--- src/rtl/seq_divider_pkg.sv ---
// Shared types and constants for the sequential restoring divider.
package seq_divider_pkg;

   localparam int DATA_WIDTH = 16;

   // Quotient reported when the divisor is zero.
   localparam logic [DATA_WIDTH-1:0] DIV_ZERO_QUOT = {DATA_WIDTH{1'b1}};

   // Counter value on the edge that performs the final iteration.
   localparam int ITER_LAST = DATA_WIDTH - 1;

   typedef enum logic [1:0] {
      IDLE = 2'd0,
      CALC = 2'd1,
      DONE = 2'd2
   } div_state_e;

endpackage

--- src/rtl/seq_divider_sub_borrow.sv ---
// Combinational W-bit subtractor with borrow in/out.
// It has the same shape as the datapath adder, with the sum replaced by a difference.
module sub_borrow
   import seq_divider_pkg::*;
#(
   parameter int W = DATA_WIDTH + 1
) (
   input  logic [W-1:0] a,
   input  logic [W-1:0] b,
   input  logic         bin,
   output logic [W-1:0] diff,
   output logic         bout
);

   // The extra top bit of the widened difference is the borrow out.
   assign {bout, diff} = {1'b0, a} - {1'b0, b} - {{W{1'b0}}, bin};

endmodule

--- src/rtl/seq_divider.sv ---
// Sequential unsigned restoring divider: one quotient bit per clock.
// A zero divisor is detected on the start edge and completes in one cycle.
module seq_divider
   import seq_divider_pkg::*;
#(
   parameter int WIDTH = DATA_WIDTH,
   parameter int CNT_W = 5
) (
   input  logic             clk,
   input  logic             rst,
   input  logic             start,
   input  logic [WIDTH-1:0] dividend,
   input  logic [WIDTH-1:0] divisor,
   output logic             busy,
   output logic             done,
   output logic [WIDTH-1:0] quotient,
   output logic [WIDTH-1:0] remainder,
   output logic             div_by_zero
);

   // Counter value of the final iteration, tracking WIDTH if it is overridden.
   localparam logic [CNT_W-1:0] LAST_CNT      = CNT_W'(ITER_LAST - DATA_WIDTH + WIDTH);
   localparam logic [WIDTH-1:0] QUOT_ALL_ONES = {WIDTH{DIV_ZERO_QUOT[0]}};

   div_state_e       state_q, state_d;
   logic [CNT_W-1:0] cnt_q, cnt_d;
   logic [WIDTH-1:0] q_q, q_d;
   logic [WIDTH-1:0] d_q, d_d;
   logic [WIDTH:0]   r_q, r_d;
   logic [WIDTH-1:0] quotient_q, quotient_d;
   logic [WIDTH-1:0] remainder_q, remainder_d;
   logic             div_by_zero_q, div_by_zero_d;
   logic             busy_q, busy_d;
   logic             done_q, done_d;

   logic [WIDTH:0]   r_shift_s;
   logic [WIDTH:0]   trial_s;
   logic             borrow_s;
   logic [WIDTH:0]   r_next_s;
   logic [WIDTH-1:0] q_next_s;
   logic             unused_r_msb_s;

   // The guard bit of R is always zero after a restoring step, so it never feeds the shift.
   assign unused_r_msb_s = r_q[WIDTH];

   assign r_shift_s = {r_q[WIDTH-1:0], q_q[WIDTH-1]};

   sub_borrow #(.W(WIDTH + 1)) u_sub (
      .a    (r_shift_s),
      .b    ({1'b0, d_q}),
      .bin  (1'b0),
      .diff (trial_s),
      .bout (borrow_s)
   );

   // One restoring step: keep the trial difference unless it borrowed.
   always_comb begin
      if (borrow_s) begin
         r_next_s = r_shift_s;
      end else begin
         r_next_s = trial_s;
      end
      q_next_s = {q_q[WIDTH-2:0], ~borrow_s};
   end

   // Next-state and next-output logic for the IDLE/CALC/DONE sequence.
   always_comb begin
      state_d       = state_q;
      cnt_d         = cnt_q;
      q_d           = q_q;
      d_d           = d_q;
      r_d           = r_q;
      quotient_d    = quotient_q;
      remainder_d   = remainder_q;
      div_by_zero_d = div_by_zero_q;
      busy_d        = busy_q;
      done_d        = 1'b0;
      case (state_q)
         IDLE: begin
            if (start) begin
               if (divisor == {WIDTH{1'b0}}) begin
                  quotient_d    = QUOT_ALL_ONES;
                  remainder_d   = dividend;
                  div_by_zero_d = 1'b1;
                  done_d        = 1'b1;
                  state_d       = DONE;
               end else begin
                  q_d     = dividend;
                  d_d     = divisor;
                  r_d     = {(WIDTH + 1){1'b0}};
                  cnt_d   = {CNT_W{1'b0}};
                  busy_d  = 1'b1;
                  state_d = CALC;
               end
            end else begin
               state_d = IDLE;
            end
         end
         CALC: begin
            r_d   = r_next_s;
            q_d   = q_next_s;
            cnt_d = cnt_q + CNT_W'(1);
            if (cnt_q == LAST_CNT) begin
               quotient_d    = q_next_s;
               remainder_d   = r_next_s[WIDTH-1:0];
               div_by_zero_d = 1'b0;
               busy_d        = 1'b0;
               done_d        = 1'b1;
               state_d       = DONE;
            end else begin
               state_d = CALC;
            end
         end
         DONE: begin
            state_d = IDLE;
         end
         default: begin
            busy_d  = 1'b0;
            state_d = IDLE;
         end
      endcase
   end

   // State, datapath and registered outputs; reset aborts any running divide.
   always_ff @(posedge clk or posedge rst) begin
      if (rst) begin
         state_q       <= IDLE;
         cnt_q         <= {CNT_W{1'b0}};
         q_q           <= {WIDTH{1'b0}};
         d_q           <= {WIDTH{1'b0}};
         r_q           <= {(WIDTH + 1){1'b0}};
         quotient_q    <= {WIDTH{1'b0}};
         remainder_q   <= {WIDTH{1'b0}};
         div_by_zero_q <= 1'b0;
         busy_q        <= 1'b0;
         done_q        <= 1'b0;
      end else begin
         state_q       <= state_d;
         cnt_q         <= cnt_d;
         q_q           <= q_d;
         d_q           <= d_d;
         r_q           <= r_d;
         quotient_q    <= quotient_d;
         remainder_q   <= remainder_d;
         div_by_zero_q <= div_by_zero_d;
         busy_q        <= busy_d;
         done_q        <= done_d;
      end
   end

   assign busy        = busy_q;
   assign done        = done_q;
   assign quotient    = quotient_q;
   assign remainder   = remainder_q;
   assign div_by_zero = div_by_zero_q;

endmodule

--- config.mk ---
export PLATFORM = sky130hd
export DESIGN_NAME = seq_divider
export DESIGN_NICKNAME = d
export VERILOG_FILES = /design/src/rtl/seq_divider_pkg.sv /design/src/rtl/seq_divider_sub_borrow.sv /design/src/rtl/seq_divider.sv
export SDC_FILE = /design/constraint.sdc
export NUM_CORES = 1
export LEC_CHECK = 0
export CORE_ASPECT_RATIO = 0.6
export CORE_UTILIZATION = 35
export DETAILED_ROUTE_END_ITERATION = 10
export PLACE_DENSITY_LB_ADDON = 0.08
export RECOVER_POWER = 25
export SLEW_MARGIN = 10
export SYNTH_ARGS = -nofsm -noshare
export SYNTH_HDL_FRONTEND = slang
export SYNTH_SLANG_ARGS = --single-unit
--- constraint.sdc ---
create_clock -name clk -period 8.3 [get_ports clk]
set_clock_uncertainty 0.2 [all_clocks]
set_input_delay 1.245 -clock clk [delete_from_list [all_inputs] [get_ports clk]]
set_output_delay 1.245 -clock clk [all_outputs]
set_load 0.1 [all_outputs]
### After elaboration in Yosys (flattened, before gate mapping)

Index checks and enable logic that the tools add are counted.
Widths: inputs -> output; s select.

| cells by class | value |
|---|---|
| $add $sub $neg | 2 |
| eq/ne operators | 7 |
| multiplexer cells | 33 |
| bitwise logic cells | 3 |
| reductions and logical operators | 7 |

Operator list:

| cell | count |
|---|---|
| $mux 16 | 11 |
| $pmux 16 s2 | 4 |
| $sub 17x16->18 | 1 |
| $logic_not 16->1 | 1 |
| $mux 5 | 2 |
| $pmux 5 s2 | 1 |
| $mux 1 | 8 |
| $ne 2x2->1 const B | 4 |
| $reduce_and 4->1 | 2 |
| $mux 2 | 3 |
| $reduce_and 3->1 | 2 |
| $add 5x1->5 const B | 1 |
| $eq 5x4->1 const B | 1 |
| $pmux 1 s2 | 2 |
| $pmux 2 s2 | 1 |
| $not 1->1 | 3 |
| $pmux 1 s3 | 1 |
| $eq 2x1->1 const B | 1 |
| $eq 2x2->1 const B | 1 |
| $logic_not 2->1 | 1 |
| $reduce_bool 2->1 | 1 |

| word-level totals | value |
|---|---|
| register bits | 90 |
| input bits | 35 |
| output and inout bits | 35 |
| logic and storage cells | 62 |

### Logic depth before layout (Yosys ltp)

Gate-level depths: netlist of the first run.

| logic depth | value |
|---|---|
| word-level depth | 4 |
| mapped depth | 12 |

### Hierarchy

A second synthesis of the first run with hierarchy kept.

| second synthesis, totals | value |
|---|---|
| cells, all modules | 527 |
| area total of the unflattened synthesis | 5242.5 µm² |

Modules (own cells, without submodules):

| module | instances | cells an instance | area an instance (µm²) |
|---|---|---|---|
| seq_divider | 1 | 345 | 4013.8 |
| sub_borrow | 1 | 182 | 1228.7 |

### Worst setup path before layout of the first run

No wires, ideal clock.

| timing path | value |
|---|---|
| kind | input-to-reg |
| start | input divisor[13] |
| end | register d_q[0] |
| setup time | 0.125 ns |
| data arrival time | 2.827 ns |
| setup slack | 5.149 ns |
| cell stages on the path | 6 |
| buffers on the path | 2 |
| path through | nor4_1 nand4_1 nand4b_1 clkbuf_1 clkbuf_1 mux2_2 |

| on the way | value |
|---|---|
| word-level cells in the longest chain between the ends | 3 |

RTL lines:

| element | RTL line | RTL |
|---|---|---|
| start: declaration | seq_divider.sv:13 | `input logic [WIDTH-1:0] divisor,` |
| $logic_not 16->1 | seq_divider.sv:81 | `if (divisor == {WIDTH{1'b0}}) begin` |
| $not 1->1 (no source line) | n/a |  |
| $reduce_and 3->1 (no source line) | n/a |  |
| end signal: assignment | seq_divider.sv:130 | `d_q <= {WIDTH{1'b0}};` |
| end: declaration | seq_divider.sv:28 | `logic [WIDTH-1:0] d_q, d_d;` |

Every way passes these cells.
A chain may end at the register's enable or synchronous reset.

### Worst setup path after layout of the first run

| timing path | value |
|---|---|
| start | input divisor[0] |
| end | register remainder_q[0] (netlist: remainder[0]) |

| on the way | value |
|---|---|
| word-level cells in the longest chain between the ends | 3 |

RTL lines:

| element | RTL line | RTL |
|---|---|---|
| $logic_not 16->1 | seq_divider.sv:81 |  |
| $ne 2x2->1 (no source line) | n/a |  |
| $reduce_and 4->1 (no source line) | n/a |  |
| end signal: assignment | seq_divider.sv:133 | `remainder_q <= {WIDTH{1'b0}};` |
| end signal: assignment | seq_divider.sv:144 | `remainder_q <= remainder_d;` |
| end: declaration | seq_divider.sv:31 | `logic [WIDTH-1:0] remainder_q, remainder_d;` |

Every way passes these cells.

==> results.py, run 1 <==
metrics = {
    "synthesis": {
        "syn_nets": 560,
        "ys_ff_latch": 89,
        "synth_compound_area_share_pct": 18.84,
        "ys_seq_area_share_pct": 47.24,
        "synth_warnings": 0,
        "synth_fa_ha_area_share_pct": 5.202,
        "synthesis.area_mm2": 0.004715,
        "synth_xor_area_share_pct": 2.229,
        "synth_flop_cell": "dfrtp_1",
        "synth_cells": 506,
        "ys_types": 57,
        "synth_top_cell_area_share_pct": 47.24,
        "synthMuxAreaShare_pct": 5.520,
        "synth_top_family_by_area": "compound AO/OA/AOI/OAI gates",
        "avgSynthCellArea_um2": 9.317,
        "yosys.area_share.simple_pct": 16.30,
        "synth.area.top_cells": "dfrtp_1, nor2_1, ha_1",
        "synth_top_cell_by_area": "dfrtp_1",
        "synth_edf_count": 0,
        "synthArstFlopShare_pct": 100.0,
    },
    "die": {
        "io_pins": 70,
        "dieArea_mm2": 0.01395,
        "start_util_pct": 36.34,
        "die_h_um": 91.90,
        "core_area_mm2": 0.01297,
        "rows": 32,
        "die-width_um": 151.8,
    },
    "route": {
        "drc": 0,
        "wl_per_cell_um": 16.08,
        "first_iter_violations": 179,
        "via_per_inst": 5.165,
        "ant_nets": 0,
        "vias": 3812,
        "wirelength_mm": 11.87,
        "firstDrtPassIters": 4,
    },
    "worst_setup_path": {
        "path_delay_family": "buffers and inverters",
        "slowest_delay_ns": 0.67,
        "end_kind": "flop",
        "cp_cell_sequence": "clkdlybuf4s50_1, nor4_1, and4_1, nand3b_1, a21o_1, inv_2, o21ai_0, o2bb2ai_1",
        "crit_slowest_cell": "inv_2",
        "crit_buf_inv": 2,
        "start_kind": "input pin",
        "critical_path_required_ns": 8.36,
        "arrival_ns": 4.07,
        "path_max_fanout": 55,
        "path_class": "in -> reg",
    },
    "clock_tree": {
        "cts_tree": "built",
        "root_buffer": "clkbuf_16",
        "clock_path_buffers": 2,
        "cts_hold_buf": 0,
        "cts-buffers-inserted": 9,
        "cts_sinks": 89,
        "htreeDepth": 3,
        "postCtsSetupBuffers": 0,
        "post_cts_resized": 0,
        "clk_pin_slew_ns": 0.06,
        "clk_latency_ns": 0.34,
    },
    "placed_design": {
        "port_buffers": 69,
        "post-place-ws_ns": 3.878,
        "gp_congestion": 0.8264,
        "hpwl_mm": 8.556,
    },
    "min_path": {
        "hp-class": "reg -> reg",
    },
    "layout": {
        "drive_gt1_share_pct": 8.275,
        "final_cell_mix": "dfrtp_1, nor2_1, clkdlybuf4s50_1",
        "final_common_cell": "dfrtp_1",
        "antenna_cells": 0,
        "nNetsFinal": 617,
        "n_fill_cell": 1315,
        "fin_util_pct": 45.32,
        "syn_to_final_growth_pct": 24.71,
    },
    "timing": {
        "hold_viol": 0,
        "slew_viol_final": 0,
        "tns_ns": 0,
        "grt_setup_unrepaired": "false",
        "min_period_ns": 4.008,
        "worst_slack_ns": 4.292,
        "max_freq_mhz": 249.5,
        "slew_headroom_pct": 25.45,
        "period_share_pct": 48.29,
        "worstMarginPinSlew_ns": 1.112,
        "setup_viol": 0,
    },
    "job": {
        "max_cap_violations": 0,
    },
    "global_routing": {
        "grt_max_degree": 79,
        "grt_remaining_overflow": 0,
        "grt_usage_pct": 18.07,
        "grt_pass1_vias": 3728,
        "antenna_found_initial": 0,
        "grt_pass1_wl_mm": 19.71,
    },
    "outcome": {
        "status": "finished, final reports clean",
    },
}
## kinds of logic (layout without fill, tap and decap cells)
kind of cell,after synthesis,count (layout)
DFF,89,89
buffers and inverters,55,117
muxes,24,24
and+or+nand+nor,174,174
xor gates and xnor gates,12,12
AOI/OAI and AO/OA,133,133
adders and majority gates,19,19
## sequential cells by signal, summed over array words and instances (netlist names)
register	count
d_q	16
div_by_zero	1
done	1
q_q	16
cnt_q	5
busy	1
state_q	1
quotient	16
r_q	16
remainder	16
## layer usage
| layer | track usage (%) | up-vias | share of wire, % |
|---|---|---|---|
| met5 | 0 | - | 0 |
| met4 | 5.000 | 0 | 1.0 |
| met3 | 4.112 | 11 | 3.9 |
| met2 | 25.64 | 64 | 40 |
| met1 | 27.15 | 1843 | 55 |
| li1 | - | 1894 | - |
## worst register-to-register path: stages, from the launching register on
cell and delay (ns):
dfrtp_1 0.48, inv_1 0.08, ha_1 0.23, fa_1 0.42, nor2b_1 0.19, o2111ai_1 0.22
a31o_2 0.36, a211oi_1 0.35, nor3_1 0.09, or3b_2 0.47, o21ai_0 0.17
## area by class of cell
class / count / area (um2) / share of cell area, %
inverter: 27 / 102.6 / 1.745
timing repair buffer: 74 / 728.2 / 12.39
multi-input combinational: 362 / 2278 / 38.75
clock inverter: 5 / 77.57 / 1.319
tap: 170 / 212.7 / 3.618
sequential: 89 / 2227 / 37.88
clock buffer: 11 / 252.7 / 4.299
## cell usage after synthesis, drive strengths merged (2+ instances only)
cell type  instances
dfrtp             89
nor2              73
nand2             60
a21oi             30
inv               27
o21ai             24
clkbuf            22
a31oi             19
ha                18
mux2              16
a21o              14
xnor2              9
mux2i              8
a211oi             7
o21a               7
buf                6
o22a               6
nor3               5
nor4               5
nand3              4
nand4              4
nor2b              4
a221oi             3
and3               3
nand2b             3
o2bb2ai            3
or3                3
xor2               3
a21boi             2
a22o               2
a32oi              2
nand4b             2
o2111ai            2
o22ai              2
o31a               2
o31ai              2
## path summary, 6_finish.rpt
path	startpoint	end	slack, ns	depth (start not counted)
worst max-delay path	divisor[0]	remainder[0]	4.29	8
worst min-delay path	d_q[11]	d_q[11]	0.31	1
worst max register to register	q_q[15]	r_q[14]	4.96	10
worst min register to register	d_q[11]	d_q[11]	0.31	1
max in group asynchronous	rst	d_q[10]	5.37	3
min in group asynchronous	rst	quotient[13]	1.18	2
## metrics by stage
step	hold slack [ns]	area, um2	std cells
after floorplan	0.2660	4715	506
after global placement	0.2940	5549	722
after detailed placement	0.2949	5549	722
after CTS	0.3093	5879	738
after global routing	0.3208	5879	738
final	0.3067	5879	738
Power of run 1 is left out: the tool's default activity adds up to more than one toggle a clock period on the data nets, which glitch-free logic cannot reach.
==> inputs of run 2 (changes only) <==
==> constraint.sdc (replaced) <==
create_clock -name clk -period 4 [get_ports clk]
set_clock_uncertainty 0.2 [all_clocks]
set_input_delay 0.6 -clock clk [delete_from_list [all_inputs] [get_ports clk]]
set_output_delay 0.6 -clock clk [all_outputs]
set_load 0.1 [all_outputs]
==> results.py, run 2 (synthesis results as in run 1) <==
metrics = {
    "outcome": {
        "failed_checks": "max-capacitance violations, max-slew violations",
        "status": "complete, but fails checks",
    },
    "route": {
        "first_iter_violations": 194,
        "wl_per_cell_um": 16.45,
        "drc": 0,
        "via_per_inst": 5.189,
        "firstDrtPassIters": 4,
        "ant_nets": 0,
        "vias": 3845,
        "wirelength_mm": 12.19,
    },
    "layout": {
        "nNetsFinal": 620,
        "drive_gt1_share_pct": 8.757,
        "syn_to_final_growth_pct": 25.13,
        "final_common_cell": "dfrtp_1",
        "final_cell_mix": "dfrtp_1, nor2_1, clkdlybuf4s50_1",
        "antenna_cells": 0,
    },
    "die": {
        "start_util_pct": 36.34,
        "die_h_um": 91.90,
        "die-width_um": 151.8,
        "rows": 32,
        "io_pins": 70,
        "dieArea_mm2": 0.01395,
        "core_area_mm2": 0.01297,
    },
    "timing": {
        "slew_headroom_pct": -32.65,
        "worst_slack_ns": 0.8004,
        "setup_viol": 0,
        "worstMarginPinSlew_ns": 1.979,
        "period_share_pct": 79.99,
        "min_period_ns": 3.200,
        "tns_ns": 0,
        "slew_viol_final": 40,
        "grt_setup_unrepaired": "false",
        "max_freq_mhz": 312.5,
        "hold_viol": 0,
    },
    "worst_setup_path": {
        "critical_path_required_ns": 4.03,
        "start_kind": "flop",
        "path_class": "reg -> reg",
        "path_max_fanout": 30,
        "end_kind": "flop",
        "arrival_ns": 3.23,
    },
    "clock_tree": {
        "postCtsSetupBuffers": 0,
        "clk_pin_slew_ns": 0.07,
        "clock_path_buffers": 2,
        "cts_sinks": 89,
        "post_cts_resized": 0,
        "cts_tree": "built",
        "cts_hold_buf": 0,
        "clk_latency_ns": 0.34,
        "root_buffer": "clkbuf_16",
        "cts-buffers-inserted": 9,
        "htreeDepth": 3,
    },
    "global_routing": {
        "antenna_found_initial": 0,
        "grt_remaining_overflow": 0,
        "grt_max_degree": 51,
        "grt_pass1_vias": 3721,
        "grt_pass1_wl_mm": 20.26,
        "grt_usage_pct": 18.65,
    },
    "min_path": {
        "hp-class": "reg -> reg",
    },
    "placed_design": {
        "post-place-ws_ns": 0.7062,
        "port_buffers": 69,
        "hpwl_mm": 9.051,
        "gp_congestion": 0.8366,
    },
    "job": {
        "max_cap_violations": 1,
    },
}
[run 2: critical path, cell delays in order (launching register included)]
cell and delay [ns]:
dfrtp_1 0.42, ha_1 0.39, and4b_1 0.28, and3_1 0.19, a2111o_1 0.49, nor3_4 0.20
buf_4 0.35, mux2i_1 0.23, nor2_1 0.09, o22a_1 0.24
[run 2: final timing paths]
path	from	endpoint	slack, ns	cells past startpoint
setup reg to reg	r_q[12]	remainder[4]	0.80	9
hold reg to reg	busy	busy	0.30	2
setup / recovery	r_q[12]	remainder[4]	0.80	9
max in group asynchronous	rst	d_q[0]	1.62	3
hold / removal	busy	busy	0.30	2
min in group asynchronous	rst	quotient[15]	1.02	2
[run 2: area by class of cell]
type,count,area [um2]
Sequential cell,89,2227
Multi-Input combinational cell,362,2278
Clock inverter,7,77.57
Inverter,27,102.6
Tap cell,170,212.7
Clock buffer,9,225.2
Timing Repair Buffer,77,775.7
Fill cell,1290,7073
[run 2: per-stage QoR]
| step | cells | hold WS (ns) | util, % | area [um2] |
|---|---|---|---|---|
| finish | 741 | 0.3026 | 45.48 | 5899 |
| global route | 741 | 0.3213 | 45.48 | 5899 |
| CTS | 741 | 0.3089 | 45.48 | 5899 |
| detailed placement | 725 | 0.2928 | 43.14 | 5597 |
| global placement | 725 | 0.2880 | 43.14 | 5597 |
| floorplan | 506 | 0.2660 | - | 4715 |
[run 2: per-layer routing]
metal | track usage [%] | vias to the layer above | routed length (um)
met5 | 0 | - | 0
met4 | 4.917 | 0 | 76
met3 | 4.348 | 5 | 484
met2 | 26.36 | 70 | 5005
met1 | 28.13 | 1863 | 6622
li1 | - | 1907 | -
Power of run 2 is left out for the same reason.
